===== src/rtl/program_loader_pkg.sv =====
// Shared definitions for the program loader: state encoding, default limits
// and the per-state registered flag set.
package program_loader_pkg;

    localparam int unsigned   DW_DEF        = 16;
    localparam int unsigned   AW_DEF        = 16;
    localparam int unsigned   MAXMEMORY_DEF = 4095;
    localparam logic [15:0]   HALT_WORD_DEF = 16'h0FFF;

    typedef enum logic [2:0] {
        IDLE  = 3'd0,
        LOAD  = 3'd1,
        FLUSH = 3'd2,
        RUN   = 3'd3,
        ERROR = 3'd4
    } state_t;

    typedef struct packed {
        logic cpu_reset;
        logic in_ready;
        logic busy;
        logic done;
        logic err;
    } flags_t;

    // Status outputs are registered alongside the state, so they are derived
    // from the state being entered rather than the current one.
    function automatic flags_t state_flags(input state_t s);
        flags_t f;
        f           = '0;
        f.cpu_reset = (s != RUN);
        f.in_ready  = (s == LOAD);
        f.busy      = (s == LOAD) || (s == FLUSH);
        f.done      = (s == RUN);
        f.err       = (s == ERROR);
        return f;
    endfunction

endpackage


===== src/rtl/program_loader.sv =====
// Streams a program into instruction memory from address 0, holds the CPU in
// reset until the load completes, then hands the memory address to the PC.
module program_loader
    import program_loader_pkg::*;
#(
    parameter int unsigned     DW        = DW_DEF,
    parameter int unsigned     AW        = AW_DEF,
    parameter int unsigned     MAXMEMORY = MAXMEMORY_DEF,
    parameter logic [DW-1:0]   HALT_WORD = HALT_WORD_DEF,
    parameter logic            AUTO_HALT = 1'b1
) (
    input  logic          clk,
    input  logic          reset,
    input  logic          start,
    input  logic [DW-1:0] in_data,
    input  logic          in_valid,
    input  logic          in_last,
    output logic          in_ready,
    input  logic [AW-1:0] pc_addr,
    output logic [AW-1:0] mem_addr,
    output logic [DW-1:0] mem_wdata,
    output logic          mem_we,
    output logic          cpu_reset,
    output logic          busy,
    output logic          done,
    output logic          err,
    output logic [AW-1:0] word_count
);

    state_t        state;
    flags_t        fl;
    logic [AW-1:0] ptr;
    logic [AW-1:0] wr_addr;
    logic          accept;
    logic          load_end;
    logic          at_limit;

    assign accept   = in_valid && fl.in_ready;
    assign load_end = in_last || (AUTO_HALT && (in_data == HALT_WORD));
    assign at_limit = (ptr == AW'(MAXMEMORY));

    assign in_ready  = fl.in_ready;
    assign cpu_reset = fl.cpu_reset;
    assign busy      = fl.busy;
    assign done      = fl.done;
    assign err       = fl.err;

    assign mem_addr = (state == RUN) ? pc_addr : wr_addr;

    always_ff @(posedge clk or posedge reset) begin
        if (reset) begin
            state      <= IDLE;
            fl         <= state_flags(IDLE);
            ptr        <= '0;
            word_count <= '0;
            wr_addr    <= '0;
            mem_wdata  <= '0;
            mem_we     <= 1'b0;
        end else begin
            mem_we <= 1'b0;
            unique case (state)
                IDLE: begin
                    if (start) begin
                        state      <= LOAD;
                        fl         <= state_flags(LOAD);
                        ptr        <= '0;
                        word_count <= '0;
                    end
                end
                LOAD: begin
                    // start wins over a word handshaken in the same cycle
                    if (start) begin
                        ptr        <= '0;
                        word_count <= '0;
                    end else if (accept) begin
                        wr_addr    <= ptr;
                        mem_wdata  <= in_data;
                        mem_we     <= 1'b1;
                        word_count <= word_count + 1'b1;
                        if (load_end) begin
                            state <= FLUSH;
                            fl    <= state_flags(FLUSH);
                        end else if (at_limit) begin
                            state <= ERROR;
                            fl    <= state_flags(ERROR);
                        end else begin
                            ptr <= ptr + 1'b1;
                        end
                    end
                end
                FLUSH: begin
                    state <= RUN;
                    fl    <= state_flags(RUN);
                end
                RUN, ERROR: begin
                    if (start) begin
                        state      <= LOAD;
                        fl         <= state_flags(LOAD);
                        ptr        <= '0;
                        word_count <= '0;
                    end
                end
                default: begin
                    state <= IDLE;
                    fl    <= state_flags(IDLE);
                end
            endcase
        end
    end

endmodule

===== config.mk =====
export PLATFORM = sky130hd
export DESIGN_NAME = program_loader
export DESIGN_NICKNAME = d
export VERILOG_FILES = /design/src/rtl/program_loader_pkg.sv /design/src/rtl/program_loader.sv
export SDC_FILE = /design/constraint.sdc
export NUM_CORES = 1
export LEC_CHECK = 0
export CORE_ASPECT_RATIO = 0.8
export CORE_MARGIN = 3
export CORE_UTILIZATION = 50
export DETAILED_ROUTE_END_ITERATION = 10
export GPL_ROUTABILITY_DRIVEN = 0
export PLACE_DENSITY = 0.81
export SLEW_MARGIN = 20
export SYNTH_ARGS = -nofsm -noshare
export SYNTH_HDL_FRONTEND = slang
export SYNTH_SLANG_ARGS = --single-unit

===== constraint.sdc =====
create_clock -name clk -period 2.3 [get_ports clk]
set_input_delay 0.23 -clock clk [delete_from_list [all_inputs] [get_ports clk]]
set_output_delay 0.23 -clock clk [all_outputs]
set_load 0.03 [all_outputs]

Yosys cells after proc, flatten, opt, wreduce, memory -nomap -nowiden
Cells that the tools add are included.
{"block": "classes", "add_sub_neg": 2, "n_eq_ne": 13, "bitwise": 1, "n_reduce_logical": 9, "n_mux": 25}
{"operator": "16-bit 2-to-1 mux", "n": 8}
{"operator": "16-bit case mux with 2 select lines", "n": 2}
{"operator": "16-bit by 1-bit adder with 16-bit output (second input constant)", "n": 2}
{"operator": "16-bit by 12-bit equality test with 1-bit output (second input constant)", "n": 2}
{"operator": "5-bit 2-to-1 mux", "n": 5}
{"operator": "3-bit 2-to-1 mux", "n": 5}
{"operator": "5-bit case mux with 3 select lines", "n": 1}
{"operator": "3-bit inequality test (second input constant)", "n": 4}
{"operator": "3-bit case mux with 3 select lines", "n": 1}
{"operator": "3-bit by 2-bit equality test with 1-bit output (second input constant)", "n": 2}
{"operator": "3-bit AND reduction", "n": 2}
{"operator": "5-bit AND reduction", "n": 1}
{"operator": "2-bit inequality test (second input constant)", "n": 2}
{"operator": "4-bit AND reduction", "n": 1}
{"operator": "3-bit by 1-bit equality test with 1-bit output (second input constant)", "n": 1}
{"operator": "3-bit equality test (second input constant)", "n": 1}
{"operator": "3-bit zero test", "n": 1}
{"operator": "1-bit 2-to-1 mux", "n": 3}
{"operator": "3-bit OR reduction", "n": 1}
{"operator": "2-bit by 1-bit inequality test with 1-bit output (second input constant)", "n": 1}
{"operator": "2-bit nonzero test", "n": 1}
{"operator": "1-bit logical AND", "n": 1}
{"operator": "1-bit logical OR", "n": 1}
{"operator": "1-bit inverter", "n": 1}
{"block": "word_totals", "register_bits": 73, "word_cells": 61, "in_bits": 37, "out_inout_bits": 54}

Longest topological paths before layout
{"block": "depth", "depth_word": 6, "ltp_mapped": 8, "depth_no_buf": 6}

Least setup slack after synthesis
OpenSTA, ideal clock, no wires.
{"block": "synth_path", "path_kind": "register to register", "start": "reg, netlist name err", "end": "reg ptr[13]", "arrival_ps": 1758, "t_required_ps": 2171, "setup_slack_ps": 413, "path_stages_with_launch": 8, "path_cell_list": "dfrtp_1 -> buf_6 -> nand2b_4 -> nor3_4 -> a31oi_4 -> buf_4 -> o21ai_0 -> o41ai_1"}
{"item": "end signal, assigned", "line_no": "program_loader.sv:87", "rtl": "ptr <= ptr + 1'b1;"}
{"item": "end, declared", "line_no": "program_loader.sv:32", "rtl": "logic [AW-1:0] ptr;"}

Final worst setup path
{"block": "layout_path", "start": "reg ptr[0]", "end": "reg fl (netlist bit in_ready)"}
{"block": "layout_via", "elab_chain_cells": 3}
{"item": "16-bit by 12-bit equality test with 1-bit output", "line_no": "program_loader.sv:40", "rtl": "assign at_limit = (ptr == AW'(MAXMEMORY));"}
{"item": "3-bit inequality test (no source line)"}
{"item": "4-bit AND reduction (no source line)"}
{"item": "end signal, assigned", "line_no": "program_loader.sv:53", "rtl": "fl <= state_flags(IDLE);"}
{"item": "end signal, assigned", "line_no": "program_loader.sv:65", "rtl": "fl <= state_flags(LOAD);"}
{"item": "end signal, assigned", "line_no": "program_loader.sv:82", "rtl": "fl <= state_flags(FLUSH);"}
{"item": "end, declared", "line_no": "program_loader.sv:31", "rtl": "flags_t fl;"}
No other way between the ends.
A chain may end at the register's enable or synchronous reset.

==> results by group <==
Run status
  • Status: finished clean

Clocking
  • Worst-Skew Late Latency: 0.35 ns
  • Clock tree buffer depth: 2
  • Num Clock Sinks: 72
  • H-tree depth: 3
  • Clk slew on worst S/H paths: 0.08 ns
  • Hold-fix buffers, CTS: 0
  • CTS Root Buffer Type: clkbuf_8
  • Total CTS buffers: 9
  • CTS tree: yes

Worst setup path
  • CP Launch Type: flip-flop
  • CP Capture Point: in_ready$_DFFE_PP0P_
  • Worst-case reg-to-reg path depth: 6
  • Top delay family on crit path: simple AND/OR/NAND/NOR gates
  • Critical Path Start: ptr[0]$_DFFE_PP0P_
  • Buf/Inv on CP: 0
  • Worst setup EP type: flip-flop
  • R2r setup slk: 0.18 ns
  • R2r endpoint: in_ready$_DFFE_PP0P_
  • Worst Path Arrival: 2.36 ns
  • R2R Path Start: ptr[0]$_DFFE_PP0P_
  • Worst endpoint required time: 2.54 ns
  • Crit path max fanout: 6
  • Slowest cell delay on critical path: 0.45 ns
  • Critical path, cell by cell: ha_1 -> and4_1 -> nand4_1 -> nand2_1 -> a21oi_2 -> mux2_2
  • Critical path class: reg -> reg
  • CP max-delay cell: dfrtp_1
  • Crit path depth: 6

Global route
  • Vias in the first global route: 3189
  • Antenna violations before repair: 0
  • Largest net degree at the start of global routing: 73
  • First-pass GRT wire length: 15150 µm
  • Total grt overflow: 0
  • Tot GR Track Use: 22.09%

Floorplanning
  • Die width: 102.1 µm
  • Core Box Area: 7027 µm²
  • DIE AREA: 8458 µm²
  • Ports: 91
  • Num rows: 27
  • Initial Utilization: 52.55%
  • Die Span Y: 82.86 µm

Yosys
  • Post-synth top flop: dfrtp_1
  • YS warnings: 0
  • Count leader, synth: nand2_1
  • Seq cells post-synth: 72
  • Syn Nets: 434
  • Cell taking the most area after synthesis: dfrtp_1
  • Sequential fraction of the synthesis area: 48.83%
  • Synth top area cells: dfrtp_1, nand2_1, mux2_2
  • Average cell area after synthesis: 9.348 µm²
  • Unique cell type count in the Yosys netlist: 56
  • Number of synthesized flops with an enable pin: 0
  • Synth Cell Area: 3692 µm²
  • Top-area cell type share of the netlist area: 48.12%
  • Mapped Cells: 395
  • Asr flop ratio synth: 100.0%
  • Synth top cells by count: nand2_1, dfrtp_1, o21ai_0

Final layout
  • P&R area growth vs syn: 31.79%
  • Core Util, Final: 69.25%
  • Nets: 528
  • ANT cells: 0
  • Share of cells above drive strength 1: 12.96%

Route
  • Detailed Routing Iterations Pass 1: 6
  • Post-route DRC: 0
  • Drt via density: 5.621
  • Post-DR wirelength/cell: 15.94 µm
  • Total number of vias: 3266
  • Number of DRC markers in iteration 0: 256
  • Remaining antenna violation count after routing: 0
  • Total wire length: 9259 µm

STA
  • Final hold vios: 0
  • Final Skew: 0.009784 ns
  • Post-route setup slack: 0.1786 ns
  • Final setup fails: 0
  • Period utilization: 92.23%
  • Slew Viols, Final: 0
  • Setup_tns: 0 ns
  • Slew @ Worst Pin: 0.5957 ns
  • Minimum clock period: 2.121 ns
  • RSZ-0062 raised after global routing: false
  • FMAX: 471.4 MHz
  • Worst slew margin: 59.96%

Power and ir drop
  • Power Total: 4.890 mW
  • Worst VDD drop: 0.6722 mV
  • P_leak: 2.317 nW
  • Power per cell area: 1005 nW/µm²

Place
  • Placement Setup Slack: 0.02800 ns
  • Detail Placement HPWL: 6483 µm
  • Port Buf Inserts: 90

Flow run
  • Max Cap Viol: 0

Worst hold path
  • Worst Hold Class: in -> async
area by class of cell:
cell class	count	area (µm²)
clock buffers	11	151.4
clock inverters	5	55.05
fillers	582	2161
inverters	8	30.03
multi-input cells	296	1734
flip-flops and latches	72	1803
well taps	87	108.9
repair buffers	102	983.4
worst register-to-register path, stage by stage (launching register included):
cell     delay [ns]
dfrtp_1        0.45
ha_1           0.27
and4_1         0.26
nand4_1        0.20
nand2_1        0.13
a21oi_2        0.34
mux2_2         0.38
cells in the final DEF (no fill, tap or decap), drive strengths merged, types with 5 or more instances in the layout:
master and n:
nand2 118, clkdlybuf4s50 74, dfrtp 71, o21ai 35, nor2 26, mux2 20
dlygate4sd2 16, buf 12, clkbuf 11, a31oi 9, a21oi 9, inv 8
nand4 7, xor2 7, and3 7, and4 5, and2 5, o2111ai 5
nor3 5
worst min path at each step:
stage | start | endpoint | slack, ns | depth (start not counted)
3_3_place_gp | cpu_reset$_DFFE_PP1P_ | cpu_reset$_DFFE_PP1P_ | 0.46 | 2
5_1_grt | reset | in_ready$_DFFE_PP0P_ | 0.30 | 3
6_report | reset | word_count[2]$_DFFE_PP0P_ | 0.27 | 3
4_1_cts | reset | state[0]$_DFFE_PP0P_ | 0.29 | 3
3_5_place_dp | mem_wdata[7]$_DFFE_PP0P_ | mem_wdata[7]$_DFFE_PP0P_ | 0.46 | 2
2_1_floorplan | in_data[0] | mem_wdata[0]$_DFFE_PP0P_ | 0.34 | 2
timing repair:
action	4_1_cts	5_1_grt
buffers inserted	0	0
resized for setup	16	0
endpoints found under the setup margin	16	0
power by group:
| group | switching [mW] | total, mW | internal, mW |
|---|---|---|---|
| registers | 0.173 | 1.68 | 1.51 |
| clock network | 0.474 | 1.03 | 0.556 |
| logic | 1.30 | 2.18 | 0.881 |
| total | 1.94 | 4.89 | 2.95 |
sequential cells by signal, summed over array words and instances, names as in the netlist:
| signal | flops |
|---|---|
| busy | 1 |
| in_ready | 1 |
| mem_we | 1 |
| err | 1 |
| cpu_reset | 1 |
| mem_wdata | 16 |
| done | 1 |
| state | 2 |
| ptr | 16 |
| wr_addr | 16 |
| word_count | 16 |
metrics by stage:
step | hold slack, ns | std cells | instance area (µm²)
3_3_place_gp | 0.4573 | 565 | 4679
4_1_cts | 0.2887 | 581 | 4866
6_report | 0.2656 | 581 | 4866
5_1_grt | 0.3000 | 581 | 4866
3_5_place_dp | 0.4619 | 565 | 4679
2_1_floorplan | 0.3354 | 395 | 3692
logic make-up after synthesis:
| group | share of synthesized area (%) |
|---|---|
| buf+inv | 4.202 |
| compound gates | 13.72 |
| xor+xnor | 1.660 |
| flops | 48.83 |
| mux | 6.100 |
| fa+ha+maj | 0.6776 |
| simple gates | 24.81 |
metal layers:
metal | part of all wire, % | up-vias | global-route usage (%)
met2 | 47 | 121 | 34.57
li1 | - | 1570 | -
met1 | 46 | 1564 | 31.37
met3 | 5.4 | 11 | 5.206
met5 | 0 | - | 0
met4 | 0.98 | 0 | 4.648
Power figures use the tool's default switching activity.
